File: config.mk
export PLATFORM = sky130hd
export DESIGN_NAME = uart_transmitter_flat
export DESIGN_NICKNAME = d
export VERILOG_FILES = /design/src/rtl/uart_transmitter_if.sv /design/src/rtl/uart_transmitter.sv /design/src/flat_wrapper.sv
export SDC_FILE = /design/constraint.sdc
export NUM_CORES = 1
export LEC_CHECK = 0
export ABC_AREA = 1
export CAP_MARGIN = 40
export CORE_MARGIN = 4
export CORE_UTILIZATION = 54
export DETAILED_ROUTE_END_ITERATION = 16
export PLACE_DENSITY = 0.83
export SETUP_SLACK_MARGIN = 0.1
export SLEW_MARGIN = 20
export SYNTH_ARGS = -nofsm -noshare
export SYNTH_HDL_FRONTEND = slang
export SYNTH_SLANG_ARGS = --single-unit
File: constraint.sdc
create_clock -name clk -period 1.82 [get_ports clk]
set_input_delay 0.182 -clock clk [delete_from_list [all_inputs] [get_ports clk]]
set_output_delay 0.182 -clock clk [all_outputs]
set_load 0.03 [all_outputs]
File: src/rtl/uart_transmitter_if.sv
// Handshake and line signals between system-side command logic and the UART transmitter.
// The master drives the start request and byte; the slave (transmitter) drives the line.
interface uart_transmitter_if #(
   parameter int DATA_BITS = 8
);
   logic                 transmit;
   logic [DATA_BITS-1:0] data_in;
   logic                 serial_out;
   logic                 busy;
   logic                 done;

   modport master (
      output transmit, data_in,
      input  serial_out, busy, done
   );

   modport slave (
      input  transmit, data_in,
      output serial_out, busy, done
   );
endinterface

File: src/rtl/uart_transmitter.sv
// Asynchronous serial transmitter: start bit, data LSB first, optional parity, 1 or 2 stop bits.
// All outputs are registered so the TX pin never glitches.
module uart_transmitter #(
   parameter int CLKS_PER_BIT = 434,
   parameter int DATA_BITS    = 8,
   parameter int PARITY_EN    = 0,
   parameter int PARITY_ODD   = 0,
   parameter int STOP_BITS    = 1
) (
   input  logic              clk,
   input  logic              reset,
   uart_transmitter_if.slave tx
);
   localparam int CNT_W = $clog2(CLKS_PER_BIT);
   localparam int IDX_W = $clog2(DATA_BITS);
   localparam logic [CNT_W-1:0] CNT_LAST  = CNT_W'(CLKS_PER_BIT - 1);
   localparam logic [IDX_W-1:0] DATA_LAST = IDX_W'(DATA_BITS - 1);
   localparam logic [IDX_W-1:0] STOP_LAST = IDX_W'(STOP_BITS - 1);

   typedef enum logic [2:0] {S_IDLE, S_START, S_DATA, S_PARITY, S_STOP} state_t;

   state_t               state_q, state_d;
   logic [CNT_W-1:0]     cnt_q, cnt_d;
   logic [IDX_W-1:0]     idx_q, idx_d;
   logic [DATA_BITS-1:0] shift_q, shift_d;
   logic                 parity_q, parity_d;
   logic                 serial_q, serial_d;
   logic                 done_q, done_d;
   logic                 bit_end;

   assign bit_end = (cnt_q == CNT_LAST);

   always_comb begin
      // NOTE: every next-value gets a default first so no path through the case infers a latch.
      state_d  = state_q;
      cnt_d    = cnt_q;
      idx_d    = idx_q;
      shift_d  = shift_q;
      parity_d = parity_q;
      done_d   = 1'b0;

      if (state_q != S_IDLE) cnt_d = bit_end ? '0 : cnt_q + CNT_W'(1);

      case (state_q)
         S_IDLE: begin
            if (tx.transmit) begin
               state_d  = S_START;
               cnt_d    = '0;
               idx_d    = '0;
               shift_d  = tx.data_in;
               parity_d = (^tx.data_in) ^ (PARITY_ODD != 0);
            end
         end
         S_START: begin
            if (bit_end) begin
               state_d = S_DATA;
               idx_d   = '0;
            end
         end
         S_DATA: begin
            if (bit_end) begin
               shift_d = shift_q >> 1;
               if (idx_q == DATA_LAST) begin
                  idx_d   = '0;
                  state_d = (PARITY_EN != 0) ? S_PARITY : S_STOP;
               end else begin
                  idx_d = idx_q + IDX_W'(1);
               end
            end
         end
         S_PARITY: begin
            if (bit_end) begin
               state_d = S_STOP;
               idx_d   = '0;
            end
         end
         S_STOP: begin
            if (bit_end) begin
               if (idx_q == STOP_LAST) begin
                  state_d = S_IDLE;
                  idx_d   = '0;
                  done_d  = 1'b1;
               end else begin
                  idx_d = idx_q + IDX_W'(1);
               end
            end
         end
         default: state_d = S_IDLE;
      endcase

      // Line level is derived from the upcoming state so it lands in the register with the state.
      case (state_d)
         S_START:  serial_d = 1'b0;
         S_DATA:   serial_d = shift_d[0];
         S_PARITY: serial_d = parity_q;
         default:  serial_d = 1'b1;
      endcase
   end

   // NOTE: state registers use non-blocking assignments so every flop samples pre-edge values.
   always_ff @(posedge clk) begin
      if (reset) begin
         state_q  <= S_IDLE;
         cnt_q    <= '0;
         idx_q    <= '0;
         shift_q  <= '0;
         parity_q <= 1'b0;
         serial_q <= 1'b1;
         done_q   <= 1'b0;
      end else begin
         state_q  <= state_d;
         cnt_q    <= cnt_d;
         idx_q    <= idx_d;
         shift_q  <= shift_d;
         parity_q <= parity_d;
         serial_q <= serial_d;
         done_q   <= done_d;
      end
   end

   assign tx.serial_out = serial_q;
   assign tx.busy       = (state_q != S_IDLE);
   assign tx.done       = done_q;
endmodule

File: src/flat_wrapper.sv
// flat-port wrapper written by rule: the top's interface ports become plain ports
module uart_transmitter_flat 
#(
   parameter int CLKS_PER_BIT = 434,
   parameter int DATA_BITS    = 8,
   parameter int PARITY_EN    = 0,
   parameter int PARITY_ODD   = 0,
   parameter int STOP_BITS    = 1
)
  (clk, reset, tx_transmit, tx_data_in, tx_serial_out, tx_busy, tx_done);
  uart_transmitter_if #(.DATA_BITS(DATA_BITS)) tx_i ();
  input  logic clk;
  input  logic reset;
  input wire logic [$bits(tx_i.transmit)-1:0] tx_transmit;
  input wire logic [$bits(tx_i.data_in)-1:0] tx_data_in;
  output wire logic [$bits(tx_i.serial_out)-1:0] tx_serial_out;
  output wire logic [$bits(tx_i.busy)-1:0] tx_busy;
  output wire logic [$bits(tx_i.done)-1:0] tx_done;
  assign tx_i.transmit = tx_transmit;
  assign tx_i.data_in = tx_data_in;
  assign tx_serial_out = tx_i.serial_out;
  assign tx_busy = tx_i.busy;
  assign tx_done = tx_i.done;
  uart_transmitter #(.CLKS_PER_BIT(CLKS_PER_BIT), .DATA_BITS(DATA_BITS), .PARITY_EN(PARITY_EN), .PARITY_ODD(PARITY_ODD), .STOP_BITS(STOP_BITS)) u_core (.clk(clk), .reset(reset), .tx(tx_i));
endmodule
==> results.json <==
{
  "syn_nets": 251,
  "rows": 19,
  "tightest_slew_ns": 0.394,
  "fin_crit_ns": 1.54,
  "antenna_left": 0,
  "num_antenna_cells": 0,
  "required_ns": 1.64,
  "grt.overflow.total": 0,
  "clk_latency_ns": 0.33,
  "worst-path-stages": 5,
  "avgSynthCellArea_sq_um": 6.64,
  "cts_hold_buf": 0,
  "yosysWarnings": 0,
  "num_vias": 1488,
  "dp_hpwl_mm": 2.40,
  "start_util_pct": 56.6,
  "crit_buf_inv": 3,
  "status": "finished, final reports clean",
  "arrival_ns": 1.36,
  "synth_top_cell_by_area": "dfxtp_1",
  "period_share_pct": 84.5,
  "power_uw": 1240,
  "end_kind": "primary output",
  "crit_end": "tx_busy",
  "setup.worst_path.start_class": "register",
  "grt_max_degree": 16,
  "ys_seq_elements": 26,
  "grt_pass1_vias": 1361,
  "synth_cells": 235,
  "ys_top_cells_by_area": "dfxtp_1 33%, nand2_1 16%, nand3_1 7.4%",
  "p_int_uw": 907,
  "power_density_nw_per_um2": 697,
  "drc": 0,
  "yosysSeqAreaShare_pct": 33.3,
  "yosysTopAreaCellShare_pct": 33.3,
  "min_path_cells": 2,
  "p_comb_share_pct": 17.8,
  "cpLargestDelayFamily": "buffers and inverters",
  "die_h_um": 61.8,
  "hold_path_class": "register to register",
  "fin_nets": 268,
  "final_util_pct": 64.3,
  "num_io_pins": 14,
  "final_cell_mix": "67 x nand2_1, 26 x dfxtp_1, 23 x inv_1, 23 x nand3_1, 21 x nor2_1",
  "pwr-share-seq_pct": 49.5,
  "drv_cap": 0,
  "numCtsBuffers": 3,
  "cpMostUsedCell": "inv_1",
  "routed_wl_mm": 3.15,
  "clock-skew-final_ns": 0.00533,
  "grt_pass1_wl_mm": 5.51,
  "dieArea_sq_um": 3820,
  "reg2reg_depth": 9,
  "h-tree-depth": 1,
  "final_cell_area_sq_um": 1770,
  "fp.coreArea_sq_um": 2760,
  "antenna_found_initial": 0,
  "setup_violations": 0,
  "fmax_ghz": 0.650,
  "drv_slew": 0,
  "layout_commonest_cell": "nand2_1",
  "peakVddDrop_uv": 423,
  "r2r_end": "u_core.cnt_q[1]$_SDFF_PP0_",
  "ys_types": 27,
  "path_class": "register to primary output",
  "final-hold-violation-count": 0,
  "gp_congestion": 0.899,
  "ctsRootBufferMaster": "clkbuf_4",
  "fin_cells": 282,
  "leakage_uw": 0.000800,
  "crit_start": "u_core.state_q[2]$_SDFF_PP0_",
  "wl_per_cell_um": 11.2,
  "max_stage_delay_ns": 0.38,
  "io_buffers": 13,
  "clk_pin_slew_ns": 0.15,
  "drt_iter0_markers": 85,
  "r2r_slack_ns": 0.29,
  "place_area_sq_um": 1730,
  "syn-cell-area_sq_um": 1560,
  "swShare_pct": 26.6,
  "power_switching_uw": 328,
  "die_w_um": 61.8,
  "drive_gt1_share_pct": 11.2,
  "area_growth_pct": 13.6,
  "firstDrtPassIters": 4,
  "setup_tns_ns": 0,
  "cp_max_fo": 5,
  "cts_buffer_depth": 2,
  "grt_usage_pct": 19.2,
  "pwr-share-clk_pct": 32.7,
  "cts_tree": "built",
  "r2r-start": "u_core.cnt_q[0]$_SDFF_PP0_",
  "relSlewSlack_pct": 73.6,
  "path_cells": "inv_1, nand2_1, nor2_2, inv_1, clkbuf_2",
  "avgViaCountPerCell": 5.28,
  "post-place-cells": 278,
  "rsz0062_at_grt": "no",
  "cp_slowest_cell": "dfxtp_1",
  "cts_sinks": 26
}
[through the flow]
stage | hold WS, ns | setup WS (ns)
2_1_floorplan | 0.330 | 0.457
3_3_place_gp | 0.452 | 0.273
3_5_place_dp | 0.462 | 0.255
4_1_cts | 0.482 | 0.109
5_1_grt | 0.513 | 0.133
6_report | 0.477 | 0.283
[how the worst min path moves through the flow]
stage	start	endpoint	slack (ns)
2_1_floorplan	tx_data_in[7]	u_core.shift_q[7]$_SDFFE_PP0P_	0.33
3_3_place_gp	u_core.shift_q[7]$_SDFFE_PP0P_	u_core.shift_q[7]$_SDFFE_PP0P_	0.45
3_5_place_dp	u_core.shift_q[7]$_SDFFE_PP0P_	u_core.shift_q[7]$_SDFFE_PP0P_	0.46
4_1_cts	u_core.shift_q[7]$_SDFFE_PP0P_	u_core.shift_q[7]$_SDFFE_PP0P_	0.48
5_1_grt	tx_data_in[7]	u_core.shift_q[7]$_SDFFE_PP0P_	0.51
6_report	u_core.shift_q[7]$_SDFFE_PP0P_	u_core.shift_q[7]$_SDFFE_PP0P_	0.48
[worst min-delay path: stages (launching register included)]
cell     delay, ns
dfxtp_1       0.34
nand2_1       0.06
a21oi_1       0.05
[cells in the mapped netlist (all sizes together)]
master,n
xnor2,4
a21oi,17
a31oi,6
nor4,1
nand2,74
o21a,2
clkbuf,2
nor2,25
o21ai,8
nand3,25
ha,5
nor3,1
a21boi,1
xor2,4
buf,1
nand4,2
inv,31
dfxtp,26
[final cells by class]
cell class | instances | area [sq um]
Clock buffer | 3 | 22.5
Clock inverter | 1 | 30.0
Fill cell | 241 | 983
Inverter | 31 | 119
Multi-Input combinational cell | 175 | 903
Sequential cell | 26 | 520
Tap cell | 31 | 38.8
Timing Repair Buffer | 15 | 140
[sequential cells by signal (all words and copies together), names as in the netlist]
register	flops
u_core.cnt_q	9
u_core.shift_q	8
u_core.idx_q	3
u_core.state_q	3
u_core.parity_q	1
u_core.tx.done	1
u_core.tx.serial_out	1
[power groups by stage]
stage                     combinational (uW)  sequential (uW)  clock (uW)
after global routing                     250              616         437
after floorplan                          148              624           0
after detailed placement                 221              624           0
after global placement                   218              623           0
after CTS                                222              611         410
final                                    220              611         404
[metal layers]
layer	global-route usage, %	share of wire, %	vias to the layer above	routed length [um]
li1	-	-	793	-
met1	23.9	45	653	1410
met2	33.2	49	35	1530
met3	2.48	4.6	7	144
met4	7.88	2.0	0	63
met5	0	0	-	0
[what timing repair did]
item	CTS	global route
endpoints found under the setup margin	1	1
resized for setup	1	2
endpoints found under the hold margin	0	0
pin swaps	0	0
buffers inserted	0	0
[cells by family after synthesis]
kind of cell	after synthesis	synth area share (%)
buffers and inverters	34	8.81
XOR/XNOR	8	4.49
AND/OR/NAND/NOR	128	37.5
adder cells (fa/ha/maj)	5	4.01
AO/OA/AOI/OAI	34	11.9
flip-flops	26	33.3
Power figures use the tool's default switching activity.
